[config.mk]
export PLATFORM = sky130hd
export DESIGN_NAME = seven_seg_capture
export DESIGN_NICKNAME = d
export VERILOG_FILES = /design/src/rtl/seven_seg_capture.sv
export SDC_FILE = /design/constraint.sdc
export NUM_CORES = 1
export LEC_CHECK = 0
export CELL_PAD_IN_SITES_DETAIL_PLACEMENT = 0
export CELL_PAD_IN_SITES_GLOBAL_PLACEMENT = 1
export CORE_MARGIN = 2
export CORE_UTILIZATION = 43
export CTS_BUF_LIST = sky130_fd_sc_hd__clkbuf_8
export CTS_CLUSTER_SIZE = 16
export DETAILED_ROUTE_END_ITERATION = 10
export PLACE_DENSITY_LB_ADDON = 0.3
export SLEW_MARGIN = 20
export SYNTH_ARGS = -nofsm -noshare
export SYNTH_HDL_FRONTEND = slang
export SYNTH_SLANG_ARGS = --single-unit
export TNS_END_PERCENT = 50
[constraint.sdc]
create_clock -name clk -period 2.8 [get_ports clk]
set_input_delay 0.7 -clock clk [delete_from_list [all_inputs] [get_ports clk]]
set_output_delay 0.7 -clock clk [all_outputs]
set_load 0.02 [all_outputs]
[src/rtl/seven_seg_capture.sv]
// seven_seg_capture: receive side of a multiplexed seven-segment display.
// Samples the active-low segment and anode lines. When a digit's segment
// pattern has been stable long enough, it decodes the pattern back to a hex
// nibble. A full word is published once every digit has been captured.
module seven_seg_capture #(
  parameter int DIGITS        = 4,
  parameter int STABLE_CYCLES = 4,
  parameter int TIMEOUT       = 1024
) (
  input  logic                clk,
  input  logic                rst_n,
  input  logic [6:0]          seg,
  input  logic [DIGITS-1:0]   anodes,
  output logic [4*DIGITS-1:0] value,
  output logic                frame_strobe,
  output logic [DIGITS-1:0]   digit_valid,
  output logic                decode_err,
  input  logic                err_clr
);

  localparam int KW = (DIGITS > 1) ? $clog2(DIGITS) : 1;
  localparam int CW = $clog2(DIGITS + 1);
  localparam int TW = $clog2(TIMEOUT + 1);
  localparam int PW = DIGITS + 7;
  localparam logic [7:0]    STABLE_THR  = 8'(STABLE_CYCLES);
  localparam logic [TW-1:0] TIMEOUT_VAL = TW'(TIMEOUT);

  typedef enum logic [1:0] {IDLE, SETTLE, CAPTURE, HOLD} state_t;

  // Active-low abcdefg pattern to {legal, nibble}
  function automatic logic [4:0] seg_decode(input logic [6:0] s);
    case (s)
      7'b0000001: return {1'b1, 4'h0};
      7'b1001111: return {1'b1, 4'h1};
      7'b0010010: return {1'b1, 4'h2};
      7'b0000110: return {1'b1, 4'h3};
      7'b1001100: return {1'b1, 4'h4};
      7'b0100100: return {1'b1, 4'h5};
      7'b0100000: return {1'b1, 4'h6};
      7'b0001111: return {1'b1, 4'h7};
      7'b0000000: return {1'b1, 4'h8};
      7'b0000100: return {1'b1, 4'h9};
      7'b0001000: return {1'b1, 4'hA};
      7'b1100000: return {1'b1, 4'hB};
      7'b0110001: return {1'b1, 4'hC};
      7'b1000010: return {1'b1, 4'hD};
      7'b0110000: return {1'b1, 4'hE};
      7'b0111000: return {1'b1, 4'hF};
      default:    return 5'b0_0000;
    endcase
  endfunction

  logic [6:0]          seg_s1_reg, seg_s2_reg;
  logic [DIGITS-1:0]   an_s1_reg, an_s2_reg;
  logic [PW-1:0]       sample;
  logic [CW-1:0]       low_cnt;
  logic [KW-1:0]       sel_idx;
  logic                is_single, is_multi, sample_same;

  state_t              state_reg, state_next;
  logic [PW-1:0]       pair_reg, pair_next;
  logic [KW-1:0]       k_reg, k_next;
  logic [7:0]          cnt_reg, cnt_next, cnt_inc;
  logic                capture, load;

  logic [4:0]          dec;
  logic                cap_ok, err_set, frame_done, timeout_hit;
  logic [TW-1:0]       tcnt_reg;
  logic [DIGITS-1:0]   hit, dv_reg, dv_next;
  logic [4*DIGITS-1:0] shadow_flat, value_reg;
  logic                strobe_reg, err_reg;

  // Two-flop synchronizers; they reset to the "all dark" level so that
  // reset release never looks like a multi-anode select.
  always_ff @(posedge clk or negedge rst_n) begin
    if (!rst_n) begin
      seg_s1_reg <= '1;
      seg_s2_reg <= '1;
      an_s1_reg  <= '1;
      an_s2_reg  <= '1;
    end else begin
      seg_s1_reg <= seg;
      seg_s2_reg <= seg_s1_reg;
      an_s1_reg  <= anodes;
      an_s2_reg  <= an_s1_reg;
    end
  end

  // Classify the synchronized anode sample: blank, single digit, or illegal
  always_comb begin
    low_cnt = '0;
    sel_idx = '0;
    for (int i = 0; i < DIGITS; i++) begin
      if (!an_s2_reg[i]) begin
        low_cnt = low_cnt + CW'(1);
        sel_idx = KW'(i);
      end
    end
  end

  assign sample      = {an_s2_reg, seg_s2_reg};
  assign is_single   = (low_cnt == CW'(1));
  assign is_multi    = (low_cnt > CW'(1));
  assign sample_same = (sample == pair_reg);
  assign cnt_inc     = cnt_reg + 8'd1;

  // FSM next state: track dwell stability and capture once per dwell
  always_comb begin
    state_next = state_reg;
    pair_next  = pair_reg;
    k_next     = k_reg;
    cnt_next   = cnt_reg;
    capture    = 1'b0;
    load       = 1'b0;
    case (state_reg)
      IDLE: load = is_single;
      SETTLE: begin
        if (sample_same) begin
          cnt_next = cnt_inc;
          if (cnt_inc >= STABLE_THR) state_next = CAPTURE;
        end else if (is_single) begin
          load = 1'b1;
        end else begin
          state_next = IDLE;
          cnt_next   = '0;
        end
      end
      CAPTURE: begin
        capture    = 1'b1;
        state_next = HOLD;
      end
      HOLD: begin
        if (!sample_same) begin
          if (is_single) load = 1'b1;
          else           state_next = IDLE;
        end
      end
      default: state_next = IDLE;
    endcase
    // A new dwell counts its first sample immediately
    if (load) begin
      pair_next  = sample;
      k_next     = sel_idx;
      cnt_next   = 8'd1;
      state_next = (STABLE_CYCLES <= 1) ? CAPTURE : SETTLE;
    end
    // Multi-anode select aborts whatever is in progress
    if (is_multi) begin
      cnt_next   = '0;
      state_next = IDLE;
    end
  end

  // FSM state and dwell registers
  always_ff @(posedge clk or negedge rst_n) begin
    if (!rst_n) begin
      state_reg <= IDLE;
      pair_reg  <= '0;
      k_reg     <= '0;
      cnt_reg   <= '0;
    end else begin
      state_reg <= state_next;
      pair_reg  <= pair_next;
      k_reg     <= k_next;
      cnt_reg   <= cnt_next;
    end
  end

  assign dec         = seg_decode(pair_reg[6:0]);
  assign cap_ok      = capture && dec[4];
  assign err_set     = is_multi || (capture && !dec[4]);
  assign frame_done  = &dv_reg;
  assign timeout_hit = (tcnt_reg == TIMEOUT_VAL);

  // Per-digit shadow nibble, written only by a legal capture of that digit
  for (genvar gi = 0; gi < DIGITS; gi++) begin : g_digit
    logic [3:0] shadow_reg;

    assign hit[gi] = cap_ok && (k_reg == KW'(gi));
    assign shadow_flat[4*gi +: 4] = shadow_reg;

    // Shadow store for this digit
    always_ff @(posedge clk or negedge rst_n) begin
      if (!rst_n)       shadow_reg <= 4'h0;
      else if (hit[gi]) shadow_reg <= dec[3:0];
    end
  end

  // Valid flags clear on frame publish or timeout; a fresh capture still lands
  always_comb begin
    dv_next = (frame_done || timeout_hit) ? '0 : dv_reg;
    dv_next = dv_next | hit;
  end

  // Frame publish, timeout counting and sticky error flag
  always_ff @(posedge clk or negedge rst_n) begin
    if (!rst_n) begin
      dv_reg     <= '0;
      value_reg  <= '0;
      strobe_reg <= 1'b0;
      err_reg    <= 1'b0;
      tcnt_reg   <= '0;
    end else begin
      dv_reg     <= dv_next;
      strobe_reg <= frame_done;
      if (frame_done) value_reg <= shadow_flat;
      if (capture)           tcnt_reg <= '0;
      else if (!timeout_hit) tcnt_reg <= tcnt_reg + TW'(1);
      if (err_set)      err_reg <= 1'b1;
      else if (err_clr) err_reg <= 1'b0;
    end
  end

  assign value        = value_reg;
  assign frame_strobe = strobe_reg;
  assign digit_valid  = dv_reg;
  assign decode_err   = err_reg;

endmodule

==> flow_summary.toml, run 1 <==
[floorplanning]
rows = 36
initial_core_util_pct = 44.5
die_height_um = 105
io_pins = 36
core_area_mm2 = 0.00986
dieWidth_um = 105
die_area_mm2 = 0.0110

[synthesis]
synth_top_area_share_pct = 41.0
synthTopCellsByArea = "dfrtp_1 41%, dfstp_2 13%, nand2_1 5.7%, mux2_2 5.4%, xor2_1 4.2%"
synth_top_family_by_area = "simple AND/OR/NAND/NOR gates"
syn_avg_cell_area_um2 = 11.0
synth_flop_cell = "dfrtp_1"
synth-edff-count = 0
yosysWarnings = 0
synth_xor_area_share_pct = 5.33
yosys.area_share.simple_pct = 19.3
ys_ff_latch = 94
synthMuxAreaShare_pct = 9.26
synth_area_mm2 = 0.00439
ys_async_sr_fraction_pct = 100
synth.most_common_cell = "dfrtp_1"
yosysTopAreaCell = "dfrtp_1"
synth.distinct_cells = 57
synthTopCellsByCount = "72 x dfrtp_1, 67 x nand2_1, 25 x nor2_1"
synth_cells = 401
syn-num-nets = 421
synthAdderAreaFrac_pct = 1.71
yosysSeqAreaShare_pct = 54.2
synth_compound_area_share_pct = 7.12

[sta]
fin_crit_ns = 2.67
fin_tns_setup_ns = 0
whs_ns = 0.357
period_share_pct = 95.5
worstMarginPinSlew_ns = 0.704
finalMaxSlewViolations = 0
finalSetupViolCount = 0
finalHoldViolCount = 0
fin_skew_ns = 0.0140
slew_headroom_pct = 53.1
fmax_mhz = 374
rsz0062_at_grt = "no"

[global_route]
grt_pass1_vias = 2916
antenna_found_initial = 0
grt_usage_pct = 16.1
gr-total-overflow = 0
grt_pass1_wl_um = 14200
grt_max_degree = 57

[clock_tree]
cts_buffer_depth = 2
cts.clk_slew.worst_paths_ns = 0.09
root_buffer = "clkbuf_8"
cts_buffers = 9
cts_max_level = 3
clk_latency_ns = 0.37
cts_tree = "built"
clock-sinks = 94

[routing]
dr.pass1.iters = 4
drt-total-wl_um = 8310
wire_per_inst_um = 14.2
postRouteAntennaNets = 0
drt_iter0_drc = 118
drcViolationCount = 0
via_per_inst = 5.21
route.vias.total = 3061

[layout]
n_antenna_cell = 0
drive_gt1_share_pct = 21.8
syn2layout_area_growth_pct = 19.0
nets = 469

[power]
peakVddDrop_v = 0.000400
power.leakage_uw = 0.00240
powerDensity_mw_per_mm2 = 633

[run_status]
outcome = "complete, no violations"

[critical_path]
cp_max_fo = 13
critPathMaxStageDelay_ns = 0.56
cp_slowest_cell = "dfstp_2"
critPathMostFrequentCell = "ha_4"
crit_buf_inv = 2
critPathCaptureType = "flip-flop"
required_ns = 3.05
critPathLaunchType = "flip-flop"
path_cells = "inv_2, ha_4, xnor2_4, ha_4, nor3_2, mux2i_1, and2_1, a2111o_1, buf_12, mux2_4"
critPathArrivalTime_ns = 2.93
crit_family = "flip-flops"
critPathKind = "flip-flop to flip-flop"

[placement]
routabilityCongestion = 0.793
dp_hpwl_um = 5740
port_buffers = 35

[run]
max_cap_viol_count = 0

[worst_hold_path]
hold_class = "flip-flop to flip-flop"
[power breakdown]
part,internal [uW],switching [uW]
Clock,343,520
Combinational,382,368
Sequential,1490,206
Total,2210,1090
[path summary, 6_finish.rpt]
check / start / to / slack, ns / cells after the start
max: an_s2_reg[0]$_DFF_PN1_ / pair_reg[5]$_DFFE_PN0P_ / 0.13 / 10
min: seg_s1_reg[0]$_DFF_PN1_ / seg_s2_reg[0]$_DFF_PN1_ / 0.36 / 0
max reg2reg: an_s2_reg[0]$_DFF_PN1_ / pair_reg[5]$_DFFE_PN0P_ / 0.13 / 10
min reg2reg: seg_s1_reg[0]$_DFF_PN1_ / seg_s2_reg[0]$_DFF_PN1_ / 0.36 / 0
max in group asynchronous: rst_n / an_s1_reg[0]$_DFF_PN1_ / 1.73 / 2
min in group asynchronous: rst_n / value[2]$_DFFE_PN0P_ / 0.38 / 1
[cells in the final DEF, fill, tap and decap left out, types with 2 or more instances in the layout]
master / Yosys / routed
nor3_1: 7 / 6
xnor2_1: 3 / 2
inv_1: 13 / 11
nor4b_1: 5 / 5
and2_1: 4 / 4
nor2b_1: 3 / 2
or2_2: 4 / 4
mux2i_1: 5 / 5
nand3_1: 22 / 22
nand3b_1: 2 / 2
a21oi_1: 4 / 4
mux2_2: 21 / 21
nand4_1: 9 / 9
nor2_1: 25 / 25
clkdlybuf4s50_1: 0 / 34
inv_2: 0 / 2
or3_1: 2 / 2
dfrtp_1: 72 / 72
nor4_1: 3 / 3
ha_1: 6 / 4
o211ai_1: 4 / 4
buf_4: 2 / 17
inv_8: 0 / 2
nand2_1: 67 / 67
inv_6: 0 / 3
buf_12: 0 / 2
a31oi_1: 5 / 5
and3_1: 5 / 5
mux2_4: 8 / 8
nor4bb_1: 3 / 3
dfstp_2: 22 / 22
o2111ai_1: 4 / 4
clkbuf_8: 0 / 9
a32oi_1: 2 / 2
nand4b_1: 3 / 3
ha_4: 0 / 2
xor2_1: 21 / 21
o21ai_0: 7 / 7
[logic make-up after synthesis]
group	count (synthesis)
buffers and inverters	30
DFF	94
adders and majority gates	6
xor gates and xnor gates	25
AOI/OAI and AO/OA	42
muxes	34
and+or+nand+nor	170
[layout make-up]
type / count / area [um2]
Clock inverter: 7 / 61.3
Fill cell: 886 / 4640
Tap cell: 133 / 166
Inverter: 14 / 52.6
Multi-Input combinational cell: 277 / 1930
Sequential cell: 94 / 2380
Timing Repair Buffer: 53 / 508
Clock buffer: 9 / 124
[layer usage]
layer  track usage, %  part of all wire [%]  vias up
met3             3.74                   2.9        9
met2             25.2                    49       47
met1             22.1                    47     1506
met5                0                     0        -
li1                 -                     -     1499
met4             5.24                   1.6        0
[per-stage QoR]
stage	instance area [um2]	total power [uW]	worst slack [ns]	util [%]	instances
floorplan	4410	2220	0.0532	-	401
global placement	4980	2420	0.0493	50.5	568
detailed placement	4980	2440	-0.0374	50.5	568
CTS	5210	3340	0.0163	52.8	586
global route	5230	3510	0.0197	53.0	587
finish	5230	3310	0.125	53.0	587
[what timing repair did]
item,in CTS,in global routing
buffers inserted,2,1
endpoints found under the setup margin,12,12
endpoints found under the hold margin,0,0
hold buffers,0,0
pin swaps,1,1
resized for setup,3,4
No activity file was read; power rests on OpenSTA's default activity.
==> run 2: changes to the inputs <==
- CORE_ASPECT_RATIO: default -> 1.25
- PLACE_DENSITY_LB_ADDON: 0.3 -> 0.1
==> run 2 against run 1 <==
Clock-buffer cell count unchanged. Wire length increased by 2.0%. Sequential share of layout area increased by 0.098 points. Fmax increased by 0.33%. Design area decreased by 0.22%. Critical path depth unchanged.
==> flow_summary.toml, run 2 (synthesized netlist as in run 1, its figures left out) <==
[sta]
rsz0062_at_grt = "no"
finalHoldViolCount = 0
worstMarginPinSlew_ns = 0.710
finalSetupViolCount = 0
period_share_pct = 95.2
fmax_mhz = 375
finalMaxSlewViolations = 0
slew_headroom_pct = 52.6
fin_crit_ns = 2.67
fin_skew_ns = 0.00970
fin_tns_setup_ns = 0

[routing]
top_layer_used = "met4"
postRouteAntennaNets = 0
via_per_inst = 5.27
wl_met2_um = 4150
dr.pass1.iters = 4
drt-total-wl_um = 8480
drt_iter0_drc = 103
wl_met1_um = 3850
dr_wl_met3_um = 319
route.vias.total = 3071
drcViolationCount = 0
wire_per_inst_um = 14.5

[power]
peakVddDrop_v = 0.000366
power.leakage_uw = 0.00240
powerDensity_mw_per_mm2 = 640
swShare_pct = 31.8
p_clk_share_pct = 27.7
power.switching_uw = 1060
seq_power_share_pct = 51.1
power_frac_comb_pct = 21.2
internal_power_uw = 2280

[critical_path]
r2r-start = "an_s2_reg[0]$_DFF_PN1_"
reg2reg_to = "pair_reg[7]$_DFFE_PN0P_"
critPathMaxStageDelay_ns = 0.56
worstRegToRegCells = 10
critPathLaunchType = "flip-flop"
cp_slowest_cell = "dfstp_2"
critPathArrivalTime_ns = 2.92
critPathCaptureType = "flip-flop"
critPathKind = "flip-flop to flip-flop"
required_ns = 3.05
cp_max_fo = 8
path_cells = "inv_1, ha_4, xnor2_2, ha_1, nor3b_2, mux2i_1, and2_4, a2111o_1, buf_6, mux2_4"
rrSetupSlack_ns = 0.13

[run]
max_cap_viol_count = 0

[floorplanning]
die_height_um = 117
initial_core_util_pct = 43.9
rows = 41
io_pins = 36
dieWidth_um = 94.4
die_area_mm2 = 0.0110
core_area_mm2 = 0.0100

[global_route]
gr-total-overflow = 0
antenna_found_initial = 0
grt_usage_pct = 17.1
grt_pass1_wl_um = 14700
grt_pass1_vias = 2947
grt_max_degree = 41

[worst_hold_path]
hold_class = "primary input to async pin"

[clock_tree]
cts_hold_buffers = 0
clk_latency_ns = 0.36
cts_buffers = 9
clock-sinks = 94
root_buffer = "clkbuf_8"
cts_tree = "built"
cts.clk_slew.worst_paths_ns = 0.09
cts_buffer_depth = 2
cts_max_level = 3

[placement]
port_buffers = 35
dp_hpwl_um = 5940
place_area_mm2 = 0.00497
place_inst = 565
routabilityCongestion = 0.818

[layout]
nets = 469
mostFrequentLayoutCell = "dfrtp_1"
drive_gt1_share_pct = 21.6
n_antenna_cell = 0
final_cells = 583
final_cell_mix = "72 x dfrtp_1, 67 x nand2_1, 34 x clkdlybuf4s50_1"
syn2layout_area_growth_pct = 18.7
final_area_mm2 = 0.00521

[run_status]
outcome = "complete, no violations"
==> run 2: power by group through the flow <==
stage               clock network [uW]  registers, uW  logic [uW]
global route                      1020           1740         792
CTS                                963           1710         706
global placement                     0           1720         689
floorplan                            0           1600         622
detailed placement                   0           1730         704
finish                             924           1710         706
==> run 2: through the flow <==
stage          setup WS (ns)  power, uW  hold WS, ns  util (%)
6_report               0.134       3340        0.255      52.1
3_5_place_dp          0.0132       2430        0.347      49.7
3_3_place_gp          0.0769       2410        0.345      49.7
2_1_floorplan         0.0532       2220        0.345         -
4_1_cts               0.0148       3370        0.241      51.8
5_1_grt               0.0373       3550        0.255      52.1
==> run 2: critical path: cells and delay by family, from the launching register on <==
family / cells / cell delay, ns
DFF: 1 / 0.56
and+or+nand+nor: 2 / 0.31
xor gates and xnor gates: 1 / 0.14
buffers and inverters: 2 / 0.24
AOI/OAI and AO/OA: 1 / 0.33
muxes: 2 / 0.39
adders and majority gates: 2 / 0.59
==> run 2: how the worst max path moves through the flow <==
stage	start	cells past startpoint	slack, ns	to
floorplan	an_s2_reg[0]$_DFF_PN1_	10	0.05	k_reg[1]$_DFFE_PN0P_
global placement	an_s2_reg[0]$_DFF_PN1_	10	0.08	pair_reg[4]$_DFFE_PN0P_
detailed placement	an_s2_reg[0]$_DFF_PN1_	10	0.01	pair_reg[7]$_DFFE_PN0P_
CTS	an_s2_reg[1]$_DFF_PN1_	10	0.01	pair_reg[7]$_DFFE_PN0P_
global route	an_s2_reg[0]$_DFF_PN1_	10	0.04	pair_reg[7]$_DFFE_PN0P_
finish	an_s2_reg[0]$_DFF_PN1_	10	0.13	pair_reg[7]$_DFFE_PN0P_
==> run 2: routing by layer <==
layer / track usage (%) / vias to the layer above
li1: - / 1509
met5: 0 / -
met1: 22.9 / 1491
met2: 27.0 / 58
met3: 4.35 / 13
met4: 6.18 / 0
==> run 2: what timing repair did <==
| item | CTS | global route |
|---|---|---|
| setup endpoints to repair | 1 | 12 |
| pin swaps | 0 | 4 |
| gates resized for setup | 0 | 7 |
| buffers inserted | 1 | 1 |
==> run 2: layout make-up <==
class / count / area [um2]
multi-input cells: 277 / 1910
repair buffers: 53 / 503
well taps: 129 / 161
fillers: 894 / 4790
clock buffers: 9 / 124
flip-flops and latches: 94 / 2380
inverters: 14 / 52.6
clock inverters: 7 / 81.3
==> run 3: changes to the inputs <==
- CORE_ASPECT_RATIO: 1.25 -> default
==> run 3 against run 2 <==
Clock power is 8.8% lower. Register-to-register slack barely moved. Sequential share of layout area is essentially flat. Power shrank 0.68%. Global-route usage is 0.53 points lower. Design area is essentially flat. Sequential power fell by 2%. Sequential cell count unchanged. Fmax down 0.40%. Non-clock buffer count down 1. Clock-buffer cell count unchanged. Critical path type unchanged. Largest power group unchanged.
==> flow_summary.toml, run 3 (synthesized netlist as in run 1, its figures left out) <==
[layout]
nets = 468
drive_gt1_share_pct = 21.0
final_cell_mix = "72 x dfrtp_1, 67 x nand2_1, 34 x clkdlybuf4s50_1"
fillers = 907
final_area_mm2 = 0.00521
syn2layout_area_growth_pct = 18.7
mostFrequentLayoutCell = "dfrtp_1"
final_cells = 586
n_antenna_cell = 0

[critical_path]
critPathKind = "flip-flop to flip-flop"
cp_slowest_cell = "dfstp_2"
required_ns = 3.05
critPathLaunchType = "flip-flop"
critPathMostFrequentCell = "ha_4"
cp_max_fo = 13
r2r-start = "an_s2_reg[1]$_DFF_PN1_"
critPathMaxStageDelay_ns = 0.56
crit_buf_inv = 2
cp-startpoint = "an_s2_reg[1]$_DFF_PN1_"
path_cells = "inv_1, ha_4, xnor2_4, ha_4, nor3_2, mux2i_1, and2_1, a2111o_1, buf_12, mux2_4"
critPathCaptureType = "flip-flop"
crit_family = "flip-flops"
critPathArrivalTime_ns = 2.92

[power]
powerDensity_mw_per_mm2 = 636
peakVddDrop_v = 0.000249
power.leakage_uw = 0.00240

[floorplanning]
die_height_um = 105
dieWidth_um = 105
rows = 36
core_area_mm2 = 0.00986
initial_core_util_pct = 44.5
io_pins = 36
die_area_mm2 = 0.0110

[clock_tree]
clk_latency_ns = 0.37
cts_tree = "built"
cts_max_level = 3
cts.clk_slew.worst_paths_ns = 0.10
root_buffer = "clkbuf_8"
cts_hold_buffers = 0
cts_buffers = 9
clock-sinks = 94
cts_buffer_depth = 2

[sta]
slew_headroom_pct = 58.1
finalMaxSlewViolations = 0
finalSetupViolCount = 0
fin_ws_ns = 0.123
period_share_pct = 95.6
fin_crit_ns = 2.68
finalHoldViolCount = 0
fin_tns_setup_ns = 0
fmax_mhz = 374
rsz0062_at_grt = "no"
whs_ns = 0.334
fin_skew_ns = 0.0146
worstMarginPinSlew_ns = 0.622

[placement]
dp_hpwl_um = 6060
routabilityCongestion = 0.735
place_area_mm2 = 0.00499
port_buffers = 35
place_inst = 569
pre_cts_ws_ns = -0.0180

[routing]
dr.pass1.iters = 4
drt-total-wl_um = 8600
via_per_inst = 5.27
drcViolationCount = 0
postRouteAntennaNets = 0
route.vias.total = 3089
wire_per_inst_um = 14.7
drt_iter0_drc = 118

[global_route]
grt_usage_pct = 16.5
grt_max_degree = 46
antenna_found_initial = 0
grt_pass1_vias = 2893
gr-total-overflow = 0
grt_pass1_wl_um = 14500

[worst_hold_path]
hold_class = "primary input to async pin"

[run_status]
outcome = "complete, no violations"

[run]
max_cap_viol_count = 0
## run 3: changes by cell type in the layout (fill, tap and decap cells not counted), moves of 2 or more
cell / previous run / this run
buf_6: 2 / 0
clkinvlp_4: 2 / 0
inv_1: 12 / 14
inv_4: 0 / 2
## run 3: final timing paths
path,endpoint,slack (ns),depth (start not counted)
worst max-delay path,k_reg[1]$_DFFE_PN0P_,0.12,10
worst min-delay path,value[3]$_DFFE_PN0P_,0.33,1
worst max register to register,k_reg[1]$_DFFE_PN0P_,0.12,10
worst min register to register,seg_s2_reg[6]$_DFF_PN1_,0.36,0
max in group asynchronous,an_s2_reg[3]$_DFF_PN1_,1.80,2
min in group clk,seg_s2_reg[6]$_DFF_PN1_,0.36,0
## run 3: per-layer routing
layer / vias up / GRT usage, % / part of all wire (%)
li1: 1496 / - / -
met5: - / 0 / 0
met3: 7 / 3.87 / 3.1
met2: 50 / 26.3 / 47
met4: 0 / 4.95 / 0.92
met1: 1536 / 22.5 / 49
## run 3: what timing repair did
item                       in CTS  in global routing
gates resized for setup         0                  5
setup endpoints to repair      12                 12
pin swaps                       1                  0
buffers inserted                1                  0
## run 3: per-stage QoR
step / power, uW / utilization, %
4_1_cts: 3340 / 52.5
2_1_floorplan: 2220 / -
3_3_place_gp: 2460 / 50.6
3_5_place_dp: 2480 / 50.6
6_report: 3310 / 52.8
5_1_grt: 3530 / 52.8
## run 3: final cells by class
| type | instances | area (um2) | area share, % |
|---|---|---|---|
| Sequential cell | 94 | 2380 | 45.7 |
| Multi-Input combinational cell | 277 | 1930 | 37.1 |
| Timing Repair Buffer | 52 | 500 | 9.60 |
| Tap cell | 133 | 166 | 3.19 |
| Clock buffer | 9 | 124 | 2.38 |
| Clock inverter | 7 | 56.3 | 1.08 |
| Inverter | 14 | 52.6 | 1.01 |
## run 3: power breakdown
group,total [uW],leakage [uW],switching (uW),internal (uW)
clock network,843,0.0000997,505,338
registers,1670,0.00119,181,1490
logic,804,0.00111,404,400
